===== src/rtl/effect_sequencer_if.sv =====
// Key requests in, effect enables and status out.
// Master drives keys and vsync; slave is the sequencer.
interface effect_sequencer_if #(
  parameter int NUM_FX = 4,
  parameter int IDX_W  = $clog2(NUM_FX + 1)
);
  logic              vsync;
  logic              key_next;
  logic              key_prev;
  logic              key_auto;
  logic [NUM_FX-1:0] fx_en;
  logic [IDX_W-1:0]  mode_idx;
  logic              auto_on;
  logic              pending;

  modport master (
    output vsync, key_next, key_prev, key_auto,
    input  fx_en, mode_idx, auto_on, pending
  );

  modport slave (
    input  vsync, key_next, key_prev, key_auto,
    output fx_en, mode_idx, auto_on, pending
  );
endinterface


===== src/rtl/effect_sequencer.sv =====
// Frame-synchronous effect selector: keys retarget the mode,
// enables only switch on a vsync rising edge.
module effect_sequencer #(
  parameter int NUM_FX       = 4,
  parameter int DWELL_FRAMES = 120
) (
  input logic clk,
  input logic rst,
  effect_sequencer_if.slave seq
);
  localparam int IDX_W = $clog2(NUM_FX + 1);
  localparam int CNT_W = $clog2(DWELL_FRAMES + 1);
  localparam logic [IDX_W-1:0] MAX_IDX  = IDX_W'(NUM_FX);
  localparam logic [CNT_W-1:0] LAST_CNT = CNT_W'(DWELL_FRAMES - 1);

  typedef enum logic {STEADY, PENDING} state_e;

  state_e            state_q, state_d;
  logic [IDX_W-1:0]  cur_q, cur_d;
  logic [IDX_W-1:0]  tgt_q, tgt_d;
  logic [NUM_FX-1:0] fx_q, fx_d;
  logic [CNT_W-1:0]  dwell_q, dwell_d;
  logic              auto_q, auto_d;
  logic              vs_q;

  logic fs, k_next, k_prev, k_man;
  logic sel_auto, sel_man, sel_commit, sel_dwell;

  function automatic logic [IDX_W-1:0] inc(input logic [IDX_W-1:0] v);
    return (v == MAX_IDX) ? '0 : v + IDX_W'(1);
  endfunction

  function automatic logic [IDX_W-1:0] dec(input logic [IDX_W-1:0] v);
    return (v == '0) ? MAX_IDX : v - IDX_W'(1);
  endfunction

  assign fs     = seq.vsync & ~vs_q;
  assign k_next = seq.key_next & ~seq.key_prev & ~seq.key_auto;
  assign k_prev = seq.key_prev & ~seq.key_next & ~seq.key_auto;
  assign k_man  = k_next | k_prev;

  // Exclusive event selects; key_auto outranks manual keys
  assign sel_auto   = seq.key_auto;
  assign sel_man    = k_man;
  assign sel_commit = (state_q == PENDING) & fs & ~seq.key_auto & ~k_man;
  assign sel_dwell  = (state_q == STEADY) & auto_q & fs
                    & ~seq.key_auto & ~k_man;

  always_comb begin
    state_d = state_q;
    cur_d   = cur_q;
    tgt_d   = tgt_q;
    dwell_d = dwell_q;
    auto_d  = auto_q;
    unique case (1'b1)
      sel_auto: begin
        auto_d  = ~auto_q;
        dwell_d = '0;
        tgt_d   = cur_q;
        state_d = STEADY;
      end
      sel_man: begin
        if (state_q == PENDING && fs) cur_d = tgt_q;
        auto_d  = 1'b0;
        dwell_d = '0;
        tgt_d   = k_next ? inc(tgt_q) : dec(tgt_q);
        state_d = PENDING;
      end
      sel_commit: begin
        cur_d   = tgt_q;
        state_d = STEADY;
      end
      sel_dwell: begin
        if (dwell_q == LAST_CNT) begin
          cur_d   = inc(cur_q);
          tgt_d   = inc(cur_q);
          dwell_d = '0;
        end else begin
          dwell_d = dwell_q + CNT_W'(1);
        end
      end
      default: ;
    endcase
    for (int i = 0; i < NUM_FX; i++)
      fx_d[i] = (cur_d == IDX_W'(i + 1));
  end

  always_ff @(posedge clk) begin
    if (rst) begin
      state_q <= STEADY;
      cur_q   <= '0;
      tgt_q   <= '0;
      fx_q    <= '0;
      dwell_q <= '0;
      auto_q  <= 1'b0;
      vs_q    <= 1'b0;
    end else begin
      state_q <= state_d;
      cur_q   <= cur_d;
      tgt_q   <= tgt_d;
      fx_q    <= fx_d;
      dwell_q <= dwell_d;
      auto_q  <= auto_d;
      vs_q    <= seq.vsync;
    end
  end

  assign seq.fx_en    = fx_q;
  assign seq.mode_idx = cur_q;
  assign seq.auto_on  = auto_q;
  assign seq.pending  = (state_q == PENDING);
endmodule


===== src/flat_wrapper.sv =====
// flat-port wrapper written by rule: the top's interface ports become plain ports
module effect_sequencer_flat 
#(
  parameter int NUM_FX       = 4,
  parameter int DWELL_FRAMES = 120
)
  (clk, rst, seq_vsync, seq_key_next, seq_key_prev, seq_key_auto, seq_fx_en, seq_mode_idx, seq_auto_on, seq_pending);
  effect_sequencer_if #(.NUM_FX(NUM_FX)) seq_i ();
  input logic clk;
  input logic rst;
  input wire logic [$bits(seq_i.vsync)-1:0] seq_vsync;
  input wire logic [$bits(seq_i.key_next)-1:0] seq_key_next;
  input wire logic [$bits(seq_i.key_prev)-1:0] seq_key_prev;
  input wire logic [$bits(seq_i.key_auto)-1:0] seq_key_auto;
  output wire logic [$bits(seq_i.fx_en)-1:0] seq_fx_en;
  output wire logic [$bits(seq_i.mode_idx)-1:0] seq_mode_idx;
  output wire logic [$bits(seq_i.auto_on)-1:0] seq_auto_on;
  output wire logic [$bits(seq_i.pending)-1:0] seq_pending;
  assign seq_i.vsync = seq_vsync;
  assign seq_i.key_next = seq_key_next;
  assign seq_i.key_prev = seq_key_prev;
  assign seq_i.key_auto = seq_key_auto;
  assign seq_fx_en = seq_i.fx_en;
  assign seq_mode_idx = seq_i.mode_idx;
  assign seq_auto_on = seq_i.auto_on;
  assign seq_pending = seq_i.pending;
  effect_sequencer #(.NUM_FX(NUM_FX), .DWELL_FRAMES(DWELL_FRAMES)) u_core (.clk(clk), .rst(rst), .seq(seq_i));
endmodule

===== config.mk =====
export PLATFORM = sky130hd
export DESIGN_NAME = effect_sequencer_flat
export DESIGN_NICKNAME = d
export VERILOG_FILES = /design/src/rtl/effect_sequencer_if.sv /design/src/rtl/effect_sequencer.sv /design/src/flat_wrapper.sv
export SDC_FILE = /design/constraint.sdc
export NUM_CORES = 1
export LEC_CHECK = 0
export CORE_UTILIZATION = 45
export DETAILED_ROUTE_END_ITERATION = 10
export GPL_TIMING_DRIVEN = 0
export PLACE_DENSITY = 0.67
export SLEW_MARGIN = 20
export SYNTH_ARGS = -nofsm -noshare
export SYNTH_HDL_FRONTEND = slang
export SYNTH_SLANG_ARGS = --single-unit

===== constraint.sdc =====
create_clock -name clk -period 2.4 [get_ports clk]
set_input_delay 0.48 -clock clk [delete_from_list [all_inputs] [get_ports clk]]
set_output_delay 0.48 -clock clk [all_outputs]
set_load 0.005 [all_outputs]

**After elaboration in Yosys (flattened, before gate mapping)**

Index checks and enable logic that the tools add are counted.

- Add/subtract/negate cells: 4
- $mul: 0
- Divide/modulo/power cells: 0
- Order comparisons: 0
- Equal/unequal tests: 8
- Shift operators: 0
- Multiplexer cells: 13
- Bitwise operators: 20
- Reductions and logical operators: 9

Operators with widths:

| operator | number |
|---|---|
| $mux 3 | 7 |
| $pmux 3 s3 | 2 |
| $pmux 7 s2 | 1 |
| $and 1x1->1 | 12 |
| $eq 3x3->1 const B | 3 |
| $add 7x1->7 const B | 1 |
| $eq 7x7->1 const B | 1 |
| $mux 7 | 1 |
| $not 1->1 | 7 |
| $add 3x1->3 const B | 2 |
| $eq 3x2->1 const B | 2 |
| $reduce_bool 2->1 | 3 |
| $pmux 1 s2 | 2 |
| $reduce_or 2->1 | 2 |
| $eq 3x1->1 const B | 1 |
| $logic_not 3->1 | 1 |
| $reduce_bool 3->1 | 1 |
| $sub 3x1->3 const B | 1 |
| $ne 2x2->1 const B | 1 |
| $reduce_and 2->1 | 1 |
| $logic_and 1x1->1 | 1 |
| $or 1x1->1 | 1 |

- Register bits: 20
- Bits in latches: 0
- RAM bits: 0
- Bits in read-only memories: 0
- Input bits: 6
- Output and inout bits: 9
- Word-level logic and storage cells: 61
- Memories kept: 0

**Longest topological paths before layout**

Gate-level depths: netlist (run 1).

- Word-level depth: 8
- Depth in mapped cells: 7
- Gate-level depth less buffers: 7

**Worst setup path after synthesis (run 1)**

OpenSTA, ideal clock, no wires.

- Path kind: input-to-reg
- Start: input port seq_key_auto
- End: register u_core.fx_q[0], in the netlist u_core.seq.fx_en[0]
- Setup time: 103 ps
- Arrival: 1687 ps
- Required time: 2297 ps
- Path slack: 609 ps
- Cell stages on the path: 6
- Path buffers: 1
- Cell sequence: clkbuf_1 and3b_1 nand4_2 mux2i_4 nand3_2 a2111oi_2

- Cells in the longest elaborated chain, start to end: 7
- Elaborated cells between the ends (all ways): 11
- Those cells by class: 1 x eq/ne; 1 x mux; 9 x bitwise

RTL lines:

| what | line | RTL |
|---|---|---|
| start, declared | flat_wrapper.sv:14 | `input wire logic [$bits(seq_i.key_auto)-1:0] seq_key_auto;` |
| $not 1->1 * | n/a |  |
| $and 1x1->1 (on tied branches) | effect_sequencer.sv:38, effect_sequencer.sv:39 |  |
| $or 1x1->1 | effect_sequencer.sv:40 | `assign k_man = k_next \| k_prev;` |
| $not 1->1 | effect_sequencer.sv:45, effect_sequencer.sv:47 |  |
| $and 1x1->1 (on tied branches) | effect_sequencer.sv:47, effect_sequencer.sv:45 |  |
| $pmux 3 s3 * | effect_sequencer.sv:55 | `unique case (1'b1)` |
| $eq 3x1->1 * | effect_sequencer.sv:85 | `fx_d[i] = (cur_d == IDX_W'(i + 1));` |
| end signal, assigned | effect_sequencer.sv:93 | `fx_q <= '0;` |
| end signal, assigned | effect_sequencer.sv:101 | `fx_q <= fx_d;` |
| end, declared | effect_sequencer.sv:21 | `logic [NUM_FX-1:0] fx_q, fx_d;` |

Every way passes the cells marked *; elsewhere a longest branch is shown, timed or not.
A chain may end at the register's enable or synchronous reset.

**Final worst setup path (run 1)**

Same ends and word-level chain as after synthesis.

==> metrics, run 1 <==
count leader, synth dfxtp_1; worst rel slew slack 68.4%; Hold WS 517 ps; syn nets 157; vias in the first global route 945; Nets 175; clock latency on the worst-skew pair 300 ps; Slew Limit Fails 0; Seq cells post-synth 20; hold crit path type register to register; P&R area growth vs syn 16.2%; Final GP Congestion 0.819; post-synth top area share 31.7%; placed instance count 188; Worst EP arrival 2390 ps; initial antenna violation count 0; met3 usage in global routing 2.46%; DRT Wirelength 2630 um; Peak supply drop 0.263 mV; 1st-iter DRT viols 25; router iterations before antenna repair 4; status completed; Synth cell types 48; maximum number of pins on one net before global-route repair 12; total CTS buffers 3; CP bufs+invs 2; Post-synth top cells dfxtp_1, a21oi_1, nor2_1, nand2_1; number of hold buffers added after cts 0; number of port buffers 13; Async SR Flop Fraction 0%; layout cells sized above 1 9.26%; GRT overflow 0; EDFF count, synth 0; DP HPWL 2020 um; Wirelength per Cell 13.7 um; CP max stage delay 470 ps; postcts setup bufs 0; Main synth FF type dfxtp_1; RSZ-0062 raised after global routing false; met2 GRT Util 31.9%; CP Cell Sequence clkdlybuf4s50_1 -> clkbuf_1 -> and3b_1 -> nand4_2 -> mux2i_4 -> nand3_2 -> a2111oi_2; first-pass GRT wire length 4210 um; final-report setup violation count 0; All-Layer GR Usage 19.6%; CTS tree yes; drt via density 5.77; Clock Sink Count 20; Initial Util 49.2%; sequential-to-total area share from yosys stat 31.7%; CP max stage cell clkdlybuf4s50_1; Fmax 459 MHz; Routed Antenna Nets 0; die height 55.0 um; Filler cells 243; root buf cell clkbuf_4; Setup crit start kind input port; GR peak layer met2; Worst Skew 0.492 ps; CTS resizes 0; DR vias 1107; Ports 15; Post-Syn Area per Cell 8.71 um2; CP Capture Type register; Post-Synthesis Cells 145; Max Cap Viol 0; Leak Pwr 0.521 nW; clock slew at reported path FFs 110 ps; final period demand of the worst path 2180 ps; Clock H-tree levels 1; critical path fanouts, max 10; Worst-Margin Slew 473 ps; crit path kind input port to register; DRC 0; Die X 55.0 um; register-to-register setup slack 660 ps; ranking of synthesized cells by area dfxtp_1, ha_1, a21oi_1; Antenna diodes 0; Cell Area, Synth 1260 um2; GR Util met1 26.0%; final hold vios 0; Cell Count, Final, Fillers Out 192; power per cell area 440 nW/um2; Top delay family on crit path buffers and inverters; leading area contributor after synthesis dfxtp_1; row count 18; Critical Path RT 2610 ps; synth warn 0; Die ar. 3020 um2; fin crit share 90.7%; core area 2570 um2; CTS Buffer Depth 2
==> worst reg2reg max path: stages (launching register included) <==
cell and delay [ps]:
dfxtp_1 400, ha_1 230, and3b_1 190, nand4_2 170
mux2i_4 260, nand3_2 100, a2111oi_2 320
==> cell families after synthesis <==
| family | Yosys count | share of synthesized area, % |
|---|---|---|
| buffers and inverters | 10 | 3.37 |
| adder cells (fa/ha/maj) | 6 | 5.95 |
| XOR/XNOR | 5 | 4.06 |
| flip-flops | 20 | 31.7 |
| multiplexers | 8 | 7.43 |
| AO/OA/AOI/OAI | 35 | 18.6 |
| AND/OR/NAND/NOR | 61 | 28.8 |
==> area by class of cell <==
cell class / instances / area (um2) / area share [%]
Timing Repair Buffer: 13 / 130 / 8.87
Sequential cell: 20 / 400 / 27.3
Inverter: 5 / 18.8 / 1.28
Buffer: 5 / 23.8 / 1.62
Clock buffer: 4 / 36.3 / 2.47
Multi-Input combinational cell: 115 / 820 / 55.9
Tap cell: 30 / 37.5 / 2.56
==> stage by stage <==
step	worst slack (ps)	instance area (um2)	utilization (%)	setup TNS, ps	total power, W
after floorplan	609	1260	-	0	0.000422
after global placement	-94.2	1430	55.7	-94.2	0.000453
after detailed placement	-84.4	1430	55.7	-84.4	0.000455
after CTS	230	1470	57.1	0	0.000653
after global routing	84.8	1470	57.1	0	0.000676
final	222	1470	57.1	0	0.000646
==> state kept, by name (all words and copies together), names as in the netlist <==
name	cells
u_core.vs_q	1
u_core.seq.fx_en	4
u_core.seq.pending	1
u_core.tgt_q	3
u_core.seq.auto_on	1
u_core.dwell_q	7
u_core.seq.mode_idx	3
==> worst paths after layout <==
path                     startpoint  depth (start not counted)                   to
hold / removal    u_core.dwell_q[5]                          2    u_core.dwell_q[5]
setup / recovery       seq_key_auto                          7  u_core.seq.fx_en[0]
hold reg to reg   u_core.dwell_q[5]                          2    u_core.dwell_q[5]
setup reg to reg  u_core.dwell_q[0]                          6  u_core.seq.fx_en[0]
==> cell usage in the layout, fill, tap and decap left out, types with 3 or more instances in the layout <==
| cell type | n |
|---|---|
| xor2_1 | 3 |
| and2_1 | 4 |
| dfxtp_1 | 20 |
| nand2_1 | 8 |
| ha_1 | 6 |
| nand3b_1 | 3 |
| clkbuf_1 | 3 |
| nor2_1 | 10 |
| o21ai_0 | 7 |
| clkdlybuf4s50_1 | 13 |
| nand2b_1 | 3 |
| inv_1 | 5 |
| nand3_1 | 5 |
| a21oi_1 | 12 |
| clkbuf_4 | 3 |
| mux2i_1 | 6 |
| nor2b_1 | 3 |
| nor3_1 | 7 |
==> power breakdown <==
group | switching (W) | internal [W]
combinational | 0.0000570 | 0.0000428
clock | 0.000105 | 0.0000926
sequential | 0.00000940 | 0.000339
total | 0.000171 | 0.000475
==> metal layers <==
metal / wire, um / up-vias / part of all wire, %
met1: 1330 / 511 / 51
met5: 0 / - / 0
met4: 45 / 0 / 1.7
met3: 76 / 5 / 2.9
met2: 1170 / 23 / 45
li1: - / 568 / -
No activity file was read; power rests on OpenSTA's default activity.
==> run 2, diff against run 1 <==
CORE_ASPECT_RATIO = 1.1   (was not set)
CTS_CLUSTER_DIAMETER = 100   (was not set)
==> metrics, run 2 (synthesis gave the netlist of run 1 again) <==
Routed Antenna Nets 0; fin crit share 89.7%; Die X 52.5 um; Fmax 464 MHz; final period demand of the worst path 2150 ps; post-route cell area 1470 um2; postcts setup bufs 0; worst setup path start seq_key_auto; Worst EP arrival 2370 ps; register-to-register setup slack 670 ps; DR vias 1117; commonest non-fill, non-tap cells in the layout dfxtp_1, clkdlybuf4s50_1, a21oi_1, nor2_1, nand2_1; core area 2570 um2; number of port buffers 13; clock slew at reported path FFs 120 ps; maximum number of pins on one net before global-route repair 12; Peak supply drop 0.267 mV; Worst Skew 3.75 ps; Wirelength per Cell 13.6 um; Max Cap Viol 0; die height 57.6 um; Leak Pwr 0.521 nW; RSZ-0062 raised after global routing false; layout cells sized above 1 9.26%; GRT overflow 0; worst rel slew slack 69.3%; CTS resizes 0; Final GP Congestion 0.826; critical path fanouts, max 10; stages on the worst setup path 7; Antenna diodes 0; 1st-iter DRT viols 36; Area after DPL 1430 um2; All-Layer GR Usage 19.8%; Clock Sink Count 20; DP HPWL 2040 um; worst setup margin 246 ps; DRC 0; Setup crit start kind input port; Die ar. 3020 um2; CTS Buffer Depth 2; Clock H-tree levels 1; max reg flops 7; Critical Path End u_core.seq.fx_en[0]; FF-to-FF Start u_core.dwell_q[0]; CP max stage cell clkdlybuf4s50_1; Slew Limit Fails 0; vias in the first global route 1081; status completed; power per cell area 445 nW/um2; CTS tree yes; CP max stage delay 480 ps; P&R area growth vs syn 16.3%; drt via density 5.79; root buf cell clkbuf_4; DRT Wirelength 2630 um; Reg2Reg Depth 6; row count 19; router iterations before antenna repair 5; final hold vios 0; Initial Util 49.2%; Nets 175; hold crit path type register to register; Worst-Margin Slew 460 ps; pre-CTS setup slack -88.3 ps; number of hold buffers added after cts 0; Power Total 0.000653 W; Top delay family on crit path buffers and inverters; CP bufs+invs 2; Reg with most FFs u_core.dwell_q; final-report setup violation count 0; initial antenna violation count 0; total CTS buffers 3; clock latency on the worst-skew pair 310 ps; commonest non-fill, non-tap cell in the layout dfxtp_1; CP Cell Sequence clkdlybuf4s50_1 -> clkbuf_1 -> and3b_1 -> nand4_2 -> mux2i_4 -> nand3_2 -> a2111oi_2; Ports 15; setup TNS 0 ps; reg2reg end u_core.seq.fx_en[0]; crit path kind input port to register; CP Capture Type register; Critical Path RT 2620 ps; first-pass GRT wire length 4550 um
## run 2: cell counts in the layout (fill, tap and decap cells not counted)
Identical to the previous run, type by type.
## run 2: how the worst min path moves through the flow
stage	cells after the start	end	start	slack (ps)
2_1_floorplan	2	u_core.dwell_q[5]	u_core.dwell_q[5]	460
3_3_place_gp	2	u_core.dwell_q[5]	u_core.dwell_q[5]	490
3_5_place_dp	2	u_core.dwell_q[4]	u_core.dwell_q[4]	510
4_1_cts	2	u_core.dwell_q[4]	u_core.dwell_q[4]	530
5_1_grt	2	u_core.dwell_q[5]	u_core.dwell_q[5]	560
6_report	2	u_core.dwell_q[5]	u_core.dwell_q[5]	530
## run 2: worst min-delay path, cell delays in order, from the launching register on
cell and delay, ps:
dfxtp_1 370, nand2_1 70, a21oi_1 50
## run 2: layout make-up
type                            instances  area, um2
Fill cell                             232       1100
Inverter                                5       18.8
Sequential cell                        20        400
Buffer                                  5       23.8
Multi-Input combinational cell        115        820
Tap cell                               31       38.8
Timing Repair Buffer                   13        130
Clock buffer                            4       36.3
## run 2: power breakdown
part           switching, W  internal [W]
logic             0.0000571     0.0000431
clock network      0.000112     0.0000926
registers        0.00000883      0.000339
total              0.000177      0.000475
## run 2: routing by layer
metal / GRT usage, % / vias up / routed length [um]
li1: - / 568 / -
met1: 24.4 / 518 / 1250
met2: 34.5 / 27 / 1290
met3: 1.60 / 4 / 72
met4: 8.27 / 0 / 25
met5: 0 / - / 0
## run 2: through the flow
stage | hold WS (ps) | util, % | instances
2_1_floorplan | 464 | - | 145
3_3_place_gp | 485 | 55.8 | 189
3_5_place_dp | 510 | 55.8 | 189
4_1_cts | 527 | 57.2 | 193
5_1_grt | 557 | 57.2 | 193
6_report | 525 | 57.2 | 193
